$ cat src/rtl/ps2_dev_tx_pkg.sv
//==============================================================================
// Module      : ps2_dev_tx_pkg
// Description : Shared frame constants, FSM encoding and scan codes for the
//               PS/2 device-side transmitter.
// Revision    : 1.0 - initial release
//==============================================================================
`default_nettype none

package ps2_dev_tx_pkg;

    localparam int PS2_FRAME_BITS = 11;

    typedef enum logic [1:0] {
        ST_WAIT_IDLE = 2'd0,
        ST_BIT_HI    = 2'd1,
        ST_BIT_LO    = 2'd2,
        ST_INHIBIT   = 2'd3
    } ps2_state_t;

    localparam logic [7:0] BREAK_PFX   = 8'hF0;
    localparam logic [7:0] EXT_PFX     = 8'hE0;
    localparam logic [7:0] SC_0        = 8'h45;
    localparam logic [7:0] SC_1        = 8'h16;
    localparam logic [7:0] SC_2        = 8'h1E;
    localparam logic [7:0] SC_3        = 8'h26;
    localparam logic [7:0] SC_4        = 8'h25;
    localparam logic [7:0] SC_5        = 8'h2E;
    localparam logic [7:0] SC_6        = 8'h36;
    localparam logic [7:0] SC_7        = 8'h3D;
    localparam logic [7:0] SC_8        = 8'h3E;
    localparam logic [7:0] SC_9        = 8'h46;
    localparam logic [7:0] SC_KP_PLUS  = 8'h79;
    localparam logic [7:0] SC_KP_MINUS = 8'h7B;
    localparam logic [7:0] SC_KP_STAR  = 8'h7C;
    localparam logic [7:0] SC_KP_SLASH = 8'h4A;  // sent behind EXT_PFX
    localparam logic [7:0] SC_ENTER    = 8'h5A;

    // Frame as sent LSB first: start(0), data[7:0], odd parity, stop(1).
    function automatic logic [PS2_FRAME_BITS-1:0] ps2_frame(input logic [7:0] b);
        return {1'b1, ~^b, b, 1'b0};
    endfunction

endpackage

`default_nettype wire

$ cat src/rtl/ps2_dev_tx_if.sv
//==============================================================================
// Module      : ps2_dev_tx_if
// Description : Valid/ready scan-code push interface into the PS/2 transmitter.
// Revision    : 1.0 - initial release
//==============================================================================
`default_nettype none

interface ps2_dev_tx_if;

    logic [7:0] tx_data;
    logic       tx_valid;
    logic       tx_ready;

    modport master (output tx_data, output tx_valid, input  tx_ready);
    modport slave  (input  tx_data, input  tx_valid, output tx_ready);

endinterface

`default_nettype wire

$ cat src/rtl/ps2_dev_tx_fifo.sv
//==============================================================================
// Module      : ps2_tx_fifo
// Description : Small synchronous circular FIFO with occupancy count.
// Revision    : 1.0 - initial release
//==============================================================================
`default_nettype none

module ps2_tx_fifo #(
    parameter int DW = 8,
    parameter int AW = 2
) (
    input  logic          clk,
    input  logic          rst,
    input  logic          i_push,
    input  logic          i_pop,
    input  logic [DW-1:0] i_wdata,
    output logic [DW-1:0] o_rdata,
    output logic          o_full,
    output logic          o_empty,
    output logic [AW:0]   o_count
);

    localparam int c_DEPTH = 1 << AW;

    logic [DW-1:0] r_mem [c_DEPTH];
    logic [AW-1:0] r_wptr;
    logic [AW-1:0] r_rptr;
    logic [AW:0]   r_count;
    logic          w_do_push;
    logic          w_do_pop;

    assign w_do_push = i_push & ~o_full;
    assign w_do_pop  = i_pop  & ~o_empty;

    // Count tops out at exactly 2**AW, so its MSB alone marks full.
    assign o_full   = r_count[AW];
    assign o_empty  = (r_count == '0);
    assign o_count  = r_count;
    assign o_rdata  = r_mem[r_rptr];

    always_ff @(posedge clk) begin
        if (w_do_push) begin
            r_mem[r_wptr] <= i_wdata;
        end
    end

    always_ff @(posedge clk or negedge rst) begin
        if (!rst) begin
            r_wptr  <= '0;
            r_rptr  <= '0;
            r_count <= '0;
        end else begin
            if (w_do_push) begin
                r_wptr <= r_wptr + AW'(1);
            end
            if (w_do_pop) begin
                r_rptr <= r_rptr + AW'(1);
            end
            case ({w_do_push, w_do_pop})
                2'b10:   r_count <= r_count + (AW+1)'(1);
                2'b01:   r_count <= r_count - (AW+1)'(1);
                default: r_count <= r_count;
            endcase
        end
    end

endmodule

`default_nettype wire

$ cat src/rtl/ps2_dev_tx.sv
//==============================================================================
// Module      : ps2_dev_tx
// Description : PS/2 device-side (keyboard) transmitter with scan-code FIFO.
// Revision    : 1.0 - initial release
//==============================================================================
`default_nettype none

module ps2_dev_tx
    import ps2_dev_tx_pkg::*;
#(
    parameter int CLK_DIV  = 2500,
    parameter int FIFO_AW  = 2,
    parameter int IDLE_CYC = 5000
) (
    input  logic          clk,
    input  logic          rst,
    ps2_dev_tx_if.slave   tx_if,
    input  logic          ps2_clk_i,
    output logic          ps2_clk_oe,
    output logic          ps2_data_oe,
    output logic          busy
);

    localparam int                  c_DIV_W       = 16;
    localparam int                  c_IDLE_W      = $clog2(IDLE_CYC + 1);
    localparam logic [c_DIV_W-1:0]  c_DIV_LAST    = c_DIV_W'(CLK_DIV - 1);
    localparam logic [c_DIV_W-1:0]  c_SYNC_SETTLE = c_DIV_W'(2);
    localparam logic [c_IDLE_W-1:0] c_IDLE_DONE   = c_IDLE_W'(IDLE_CYC);
    localparam logic [3:0]          c_LAST_BIT    = 4'(PS2_FRAME_BITS - 1);

    logic                      r_clk_meta;
    logic                      r_clk_sync;
    ps2_state_t                r_state;
    logic [c_DIV_W-1:0]        r_div;
    logic [c_IDLE_W-1:0]       r_idle;
    logic [3:0]                r_idx;

    logic                      w_push;
    logic                      w_pop;
    logic [7:0]                w_head;
    logic                      w_full;
    logic                      w_empty;
    logic [FIFO_AW:0]          w_count;
    logic [PS2_FRAME_BITS-1:0] w_frame;
    logic [3:0]                w_next_idx;
    logic                      w_div_last;
    logic                      w_line_idle;

    assign w_push         = tx_if.tx_valid & ~w_full;
    assign tx_if.tx_ready = ~w_full;
    assign w_frame        = ps2_frame(w_head);
    assign w_next_idx     = r_idx + 4'd1;
    assign w_div_last     = (r_div == c_DIV_LAST);
    assign w_line_idle    = r_clk_sync & ~ps2_clk_oe & ~ps2_data_oe;
    assign w_pop          = (r_state == ST_BIT_LO) & w_div_last & (r_idx == c_LAST_BIT);
    assign busy           = (r_state != ST_WAIT_IDLE) | (w_count != '0);

    ps2_tx_fifo #(
        .DW (8),
        .AW (FIFO_AW)
    ) u_fifo (
        .clk     (clk),
        .rst     (rst),
        .i_push  (w_push),
        .i_pop   (w_pop),
        .i_wdata (tx_if.tx_data),
        .o_rdata (w_head),
        .o_full  (w_full),
        .o_empty (w_empty),
        .o_count (w_count)
    );

    // Released line idles high, so the synchronizer resets to 1.
    always_ff @(posedge clk or negedge rst) begin
        if (!rst) begin
            r_clk_meta <= 1'b1;
            r_clk_sync <= 1'b1;
        end else begin
            r_clk_meta <= ps2_clk_i;
            r_clk_sync <= r_clk_meta;
        end
    end

    always_ff @(posedge clk or negedge rst) begin
        if (!rst) begin
            r_state     <= ST_WAIT_IDLE;
            r_div       <= '0;
            r_idle      <= '0;
            r_idx       <= '0;
            ps2_clk_oe  <= 1'b0;
            ps2_data_oe <= 1'b0;
        end else begin
            case (r_state)
                ST_WAIT_IDLE: begin
                    ps2_clk_oe  <= 1'b0;
                    ps2_data_oe <= 1'b0;
                    if (!w_line_idle) begin
                        r_idle <= '0;
                    end else if (r_idle != c_IDLE_DONE) begin
                        r_idle <= r_idle + c_IDLE_W'(1);
                    end
                    if (w_line_idle && (r_idle == c_IDLE_DONE) && !w_empty) begin
                        r_state     <= ST_BIT_HI;
                        r_idx       <= '0;
                        r_div       <= '0;
                        ps2_data_oe <= ~w_frame[0];
                    end
                end
                ST_BIT_HI: begin
                    // Early cycles still see our own low clock through the synchronizer.
                    if ((r_div >= c_SYNC_SETTLE) && !r_clk_sync) begin
                        r_state     <= ST_INHIBIT;
                        r_div       <= '0;
                        ps2_clk_oe  <= 1'b0;
                        ps2_data_oe <= 1'b0;
                    end else if (w_div_last) begin
                        r_state    <= ST_BIT_LO;
                        r_div      <= '0;
                        ps2_clk_oe <= 1'b1;
                    end else begin
                        r_div <= r_div + c_DIV_W'(1);
                    end
                end
                ST_BIT_LO: begin
                    if (w_div_last) begin
                        r_div      <= '0;
                        ps2_clk_oe <= 1'b0;
                        if (r_idx == c_LAST_BIT) begin
                            r_state     <= ST_WAIT_IDLE;
                            r_idle      <= '0;
                            ps2_data_oe <= 1'b0;
                        end else begin
                            r_state     <= ST_BIT_HI;
                            r_idx       <= w_next_idx;
                            ps2_data_oe <= ~w_frame[w_next_idx];
                        end
                    end else begin
                        r_div <= r_div + c_DIV_W'(1);
                    end
                end
                ST_INHIBIT: begin
                    ps2_clk_oe  <= 1'b0;
                    ps2_data_oe <= 1'b0;
                    r_idle      <= '0;
                    if (r_clk_sync) begin
                        r_state <= ST_WAIT_IDLE;
                    end
                end
                default: begin
                    r_state     <= ST_WAIT_IDLE;
                    ps2_clk_oe  <= 1'b0;
                    ps2_data_oe <= 1'b0;
                end
            endcase
        end
    end

endmodule

`default_nettype wire
$ cat src/flat_wrapper.sv
// flat-port wrapper written by rule: the top's interface ports become plain ports
module ps2_dev_tx_flat import ps2_dev_tx_pkg::*;
#(
    parameter int CLK_DIV  = 2500,
    parameter int FIFO_AW  = 2,
    parameter int IDLE_CYC = 5000
)
  (clk, rst, ps2_clk_i, ps2_clk_oe, ps2_data_oe, busy, tx_if_tx_data, tx_if_tx_valid, tx_if_tx_ready);
  ps2_dev_tx_if tx_if_i ();
  input  logic clk;
  input  logic rst;
  input  logic ps2_clk_i;
  output logic ps2_clk_oe;
  output logic ps2_data_oe;
  output logic busy;
  input wire logic [$bits(tx_if_i.tx_data)-1:0] tx_if_tx_data;
  input wire logic [$bits(tx_if_i.tx_valid)-1:0] tx_if_tx_valid;
  output wire logic [$bits(tx_if_i.tx_ready)-1:0] tx_if_tx_ready;
  assign tx_if_i.tx_data = tx_if_tx_data;
  assign tx_if_i.tx_valid = tx_if_tx_valid;
  assign tx_if_tx_ready = tx_if_i.tx_ready;
  ps2_dev_tx #(.CLK_DIV(CLK_DIV), .FIFO_AW(FIFO_AW), .IDLE_CYC(IDLE_CYC)) u_core (.clk(clk), .rst(rst), .tx_if(tx_if_i), .ps2_clk_i(ps2_clk_i), .ps2_clk_oe(ps2_clk_oe), .ps2_data_oe(ps2_data_oe), .busy(busy));
endmodule
$ cat config.mk
export PLATFORM = sky130hd
export DESIGN_NAME = ps2_dev_tx_flat
export DESIGN_NICKNAME = d
export VERILOG_FILES = /design/src/rtl/ps2_dev_tx_pkg.sv /design/src/rtl/ps2_dev_tx_if.sv /design/src/rtl/ps2_dev_tx_fifo.sv /design/src/rtl/ps2_dev_tx.sv /design/src/flat_wrapper.sv
export SDC_FILE = /design/constraint.sdc
export NUM_CORES = 1
export LEC_CHECK = 0
export BUFFER_PORTS_ARGS = -buffer_cell sky130_fd_sc_hd__clkbuf_2
export CORE_MARGIN = 2
export CORE_UTILIZATION = 45
export DETAILED_ROUTE_END_ITERATION = 10
export PLACE_DENSITY = 0.72
export SETUP_SLACK_MARGIN = 0.02
export SLEW_MARGIN = 15
export SYNTH_ARGS = -nofsm -noshare
export SYNTH_HDL_FRONTEND = slang
export SYNTH_SLANG_ARGS = --single-unit
$ cat constraint.sdc
create_clock -name clk -period 3.8 [get_ports clk]
set_input_delay 0.38 -clock clk [delete_from_list [all_inputs] [get_ports clk]]
set_output_delay 0.38 -clock clk [all_outputs]
set_load 0.005 [all_outputs]
==> summary.txt <==
Status
  – Result of the run: finished, final reports clean

Synthesis
  – Count of different cell masters after synthesis: 54
  – Simple-gate area share of the yosys netlist: 16.2%
  – Flops & latches, synth: 78
  – Post-synthesis cell type with the largest combined area: dfrtp_1
  – Count of yosys warnings during synthesis: 0
  – Count of mapped cells out of synthesis: 375
  – Synth area leaders: dfrtp_1 26%, edfxtp_1 23%, mux4_2 5.9%, ha_1 4.8%, xnor2_1 3.7%
  – Post-Syn Nets: 404
  – Fraction of registers with async set or reset after synthesis: 59.0%
  – Netlist area before placement: 4210 um2
  – Main combinational cell family by area after synthesis: simple AND/OR/NAND/NOR gates
  – Arithmetic-cell share of the synthesized area counting full adders, half adders and majority gates: 5.23%
  – Post-synthesis share of cell area spent on xor and xnor gates: 5.00%
  – Post-synth top area share: 26.2%
  – Sequential area share after synthesis: 50.3%
  – EDFF count, synth: 32
  – Mux share of post-synthesis cell area: 7.61%
  – Prevailing post-synth register cell: dfrtp_1
  – Synth Area in Compound Gates: 12.3%
  – Average cell area after synthesis: 11.2 um2

CTS
  – Clock sink total: 78
  – Clock buffers created by TritonCTS: 9
  – Clk_lat worst skew: 0.35 ns
  – Post-CTS setup buffer count: 0
  – Post-cts repair resize count: 0
  – Clock tree root buffer cell: clkbuf_8
  – Post-CTS clock slew at the launch and capture registers of the worst setup and hold paths: 0.08 ns
  – CTS tree: done
  – Hold buffer count at CTS: 0
  – Maximum level of the CTS H-tree: 3
  – Bufs on Longest Clock Path: 2

Floorplan
  – Initial cell density of the core: 46.0%
  – Die outline area: 10100 um2
  – Ports: 16
  – Floorplan die height: 101 um
  – Core area: 9150 um2
  – Horizontal die dimension: 101 um
  – FP Rows: 35

STA
  – Setup Skew: 0.00838 ns
  – Final setup violation count: 0
  – Worst-Margin Slew: 0.730 ns
  – Fin crit share: 82.1%
  – Worst path setup slack after routing: 0.680 ns
  – Number of hold violations in the final report: 0
  – Setup TNS: 0 ns
  – Relative slew slack: 50.7%
  – Max Freq: 320 MHz
  – Clock period minus final worst setup slack: 3.12 ns
  – Setup repair after global routing missed its margin: no
  – Total count of max-transition violations in the final report: 0

Layout
  – Area grow syn2layout: 8.48%
  – Sequential cell area: 2110 um2
  – Footprint of the multi-input gates: 1950 um2
  – Share of layout cells above drive strength 1: 13.7%
  – Antenna cells: 0
  – Fill cell total of the finished layout: 810
  – Total number of nets in the final design: 418

Worst hold path
  – Kind of path behind the tightest hold check: in -> async

Detailed routing
  – Routed wire per std cell: 15.9 um
  – Drt drc: 0
  – Number of iterations in the first detailed-routing pass: 4
  – Initial detailed-routing violation count: 171
  – Vias/cell: 5.87
  – Total vias in the final route: 2964
  – Number of nets still failing antenna checks after routing: 0
  – Detailed-route wire length: 8.03 mm

Pwr
  – Peak supply drop: 0.257 mV
  – Proportion of power drawn by the clock network: 32.5%
  – PwrDens: 408 nW/um2
  – Cell internal pwr: 1.37 mW
  – Comb pwr share: 13.5%
  – Sw frac: 26.5%
  – Switching power summed over all nets: 0.494 mW
  – Portion of total power attributed to sequential cells: 54.0%
  – Leakage power: 1.77 nW

Global route
  – Number of global-route vias before repair: 2988
  – Initial antenna violation count: 0
  – Grt total ovfl: 0
  – Maximum number of pins on one net before global-route repair: 27
  – Global Route Usage Sum: 17.4%
  – Wire length of the first global-routing pass: 14.0 mm

Critical path
  – Data arrival, critical path: 3.40 ns
  – Data required time at the worst endpoint: 4.08 ns
  – Minimum setup slack among reg-to-reg paths: 0.68 ns
  – Critical path fanouts, max: 6
  – CP Capture Type: flop
  – Start-to-end type of the worst setup path: reg -> reg
  – Worst reg2reg path startpoint: u_core.r_div[5]
  – Depth of the worst register-to-register path: 10
  – Capture point of the worst reg-to-reg path: u_core.u_fifo.o_count[2]
  – CP startpoint kind: flop

Placement
  – Port Buffers: 15
  – Detailed placement HPWL: 5.67 mm
  – Place WS: 0.699 ns
  – RD Place Congestion: 0.851

Job
  – Max_cap viols: 0
## metrics by stage
step	hold slack (ns)	instances	utilization (%)	power, mW	area [um2]
2_1_floorplan	0.0844	375	-	1.19	4210
3_3_place_gp	0.346	489	47.8	1.26	4370
3_5_place_dp	0.347	489	47.8	1.28	4370
4_1_cts	0.0730	505	49.9	1.88	4560
5_1_grt	0.0887	505	49.9	1.95	4560
6_report	0.0492	505	49.9	1.86	4560
## registers in the layout, summed over array words and instances, names as in the netlist, 2 cells and up
register and flops:
u_core.u_fifo.o_count 3, u_core.r_state 2, u_core.u_fifo.r_rptr 2, u_core.u_fifo.r_wptr 2, u_core.u_fifo.r_mem 32, u_core.r_div 16
u_core.r_idle 13, u_core.r_idx 4
## per-layer routing
metal | wire length (um) | share of wire, % | up-vias | track usage (%)
met5 | 0 | 0 | - | 0
met4 | 140 | 1.7 | 0 | 6.32
met3 | 257 | 3.2 | 10 | 2.91
met2 | 3960 | 49 | 51 | 29.4
met1 | 3670 | 46 | 1491 | 22.6
li1 | - | - | 1412 | -
## cells by family (layout without fill, tap and decap cells)
logic type / Yosys count / after routing
flip-flops: 78 / 78
buffers and inverters: 36 / 55
AND/OR/NAND/NOR: 128 / 128
AO/OA/AOI/OAI: 74 / 74
XOR/XNOR: 24 / 24
multiplexers: 18 / 18
adder cells (fa/ha/maj): 17 / 17
## synthesized netlist by cell type (all sizes together), types with 2 or more instances
cell type	n
a21oi	8
a221o	2
a22o	5
a31oi	3
and2	5
and3	9
buf	2
clkbuf	12
dfrtp	44
dfstp	2
edfxtp	32
ha	16
inv	22
mux2	2
mux2i	5
mux4	11
nand2	23
nand2b	6
nand3	12
nand3b	3
nand4	6
nor2	23
nor2b	8
nor3	10
nor3b	2
nor4	7
nor4b	2
o21a	2
o21ai	28
o31ai	13
o41ai	3
or2	2
or3	6
or4	3
xnor2	18
xor2	6
## area by class of cell
| cell class | instances | share of cell area (%) |
|---|---|---|
| clock inverter | 7 | 1.43 |
| multi-input combinational | 261 | 42.7 |
| timing repair buffer | 17 | 1.97 |
| tap | 111 | 3.04 |
| sequential | 78 | 46.3 |
| clock buffer | 9 | 2.71 |
| inverter | 22 | 1.81 |
## placed cells by master (no fill, tap or decap), types with 11 or more instances in the layout
cell type / count
dfrtp_1: 44
nand3_1: 12
o21ai_1: 12
clkbuf_2: 15
edfxtp_1: 32
xnor2_1: 18
nor2_1: 23
ha_1: 16
inv_1: 22
mux4_2: 11
o21ai_0: 16
nand2_1: 23
## critical path, stage by stage (launching register included)
cell and delay [ns]:
dfrtp_1 0.44, nor4_1 0.28, nand3_1 0.21, or4_1 0.62, nor3b_1 0.40, ha_1 0.26, inv_1 0.07, fa_1 0.38
xor2_1 0.15, nor2_1 0.11, xnor2_1 0.12
## power groups by stage
stage,Sequential [mW],Clock [mW],Combinational (mW)
final,1.00,0.604,0.252
after global routing,1.01,0.647,0.287
after CTS,1.00,0.615,0.259
after detailed placement,1.02,0,0.259
after global placement,1.02,0,0.239
after floorplan,1.01,0,0.179
## how the worst max path moves through the flow
stage | start | end | depth (start not counted)
floorplan | u_core.r_div[5] | u_core.u_fifo.o_count[2] | 10
global placement | u_core.r_div[3] | u_core.u_fifo.o_count[2] | 10
detailed placement | u_core.r_div[5] | u_core.u_fifo.o_count[2] | 10
CTS | u_core.r_div[3] | u_core.u_fifo.o_count[2] | 10
global route | u_core.r_div[5] | u_core.u_fifo.o_count[2] | 10
finish | u_core.r_div[5] | u_core.u_fifo.o_count[2] | 10
Note: power is estimated with default switching activity, not from simulation.
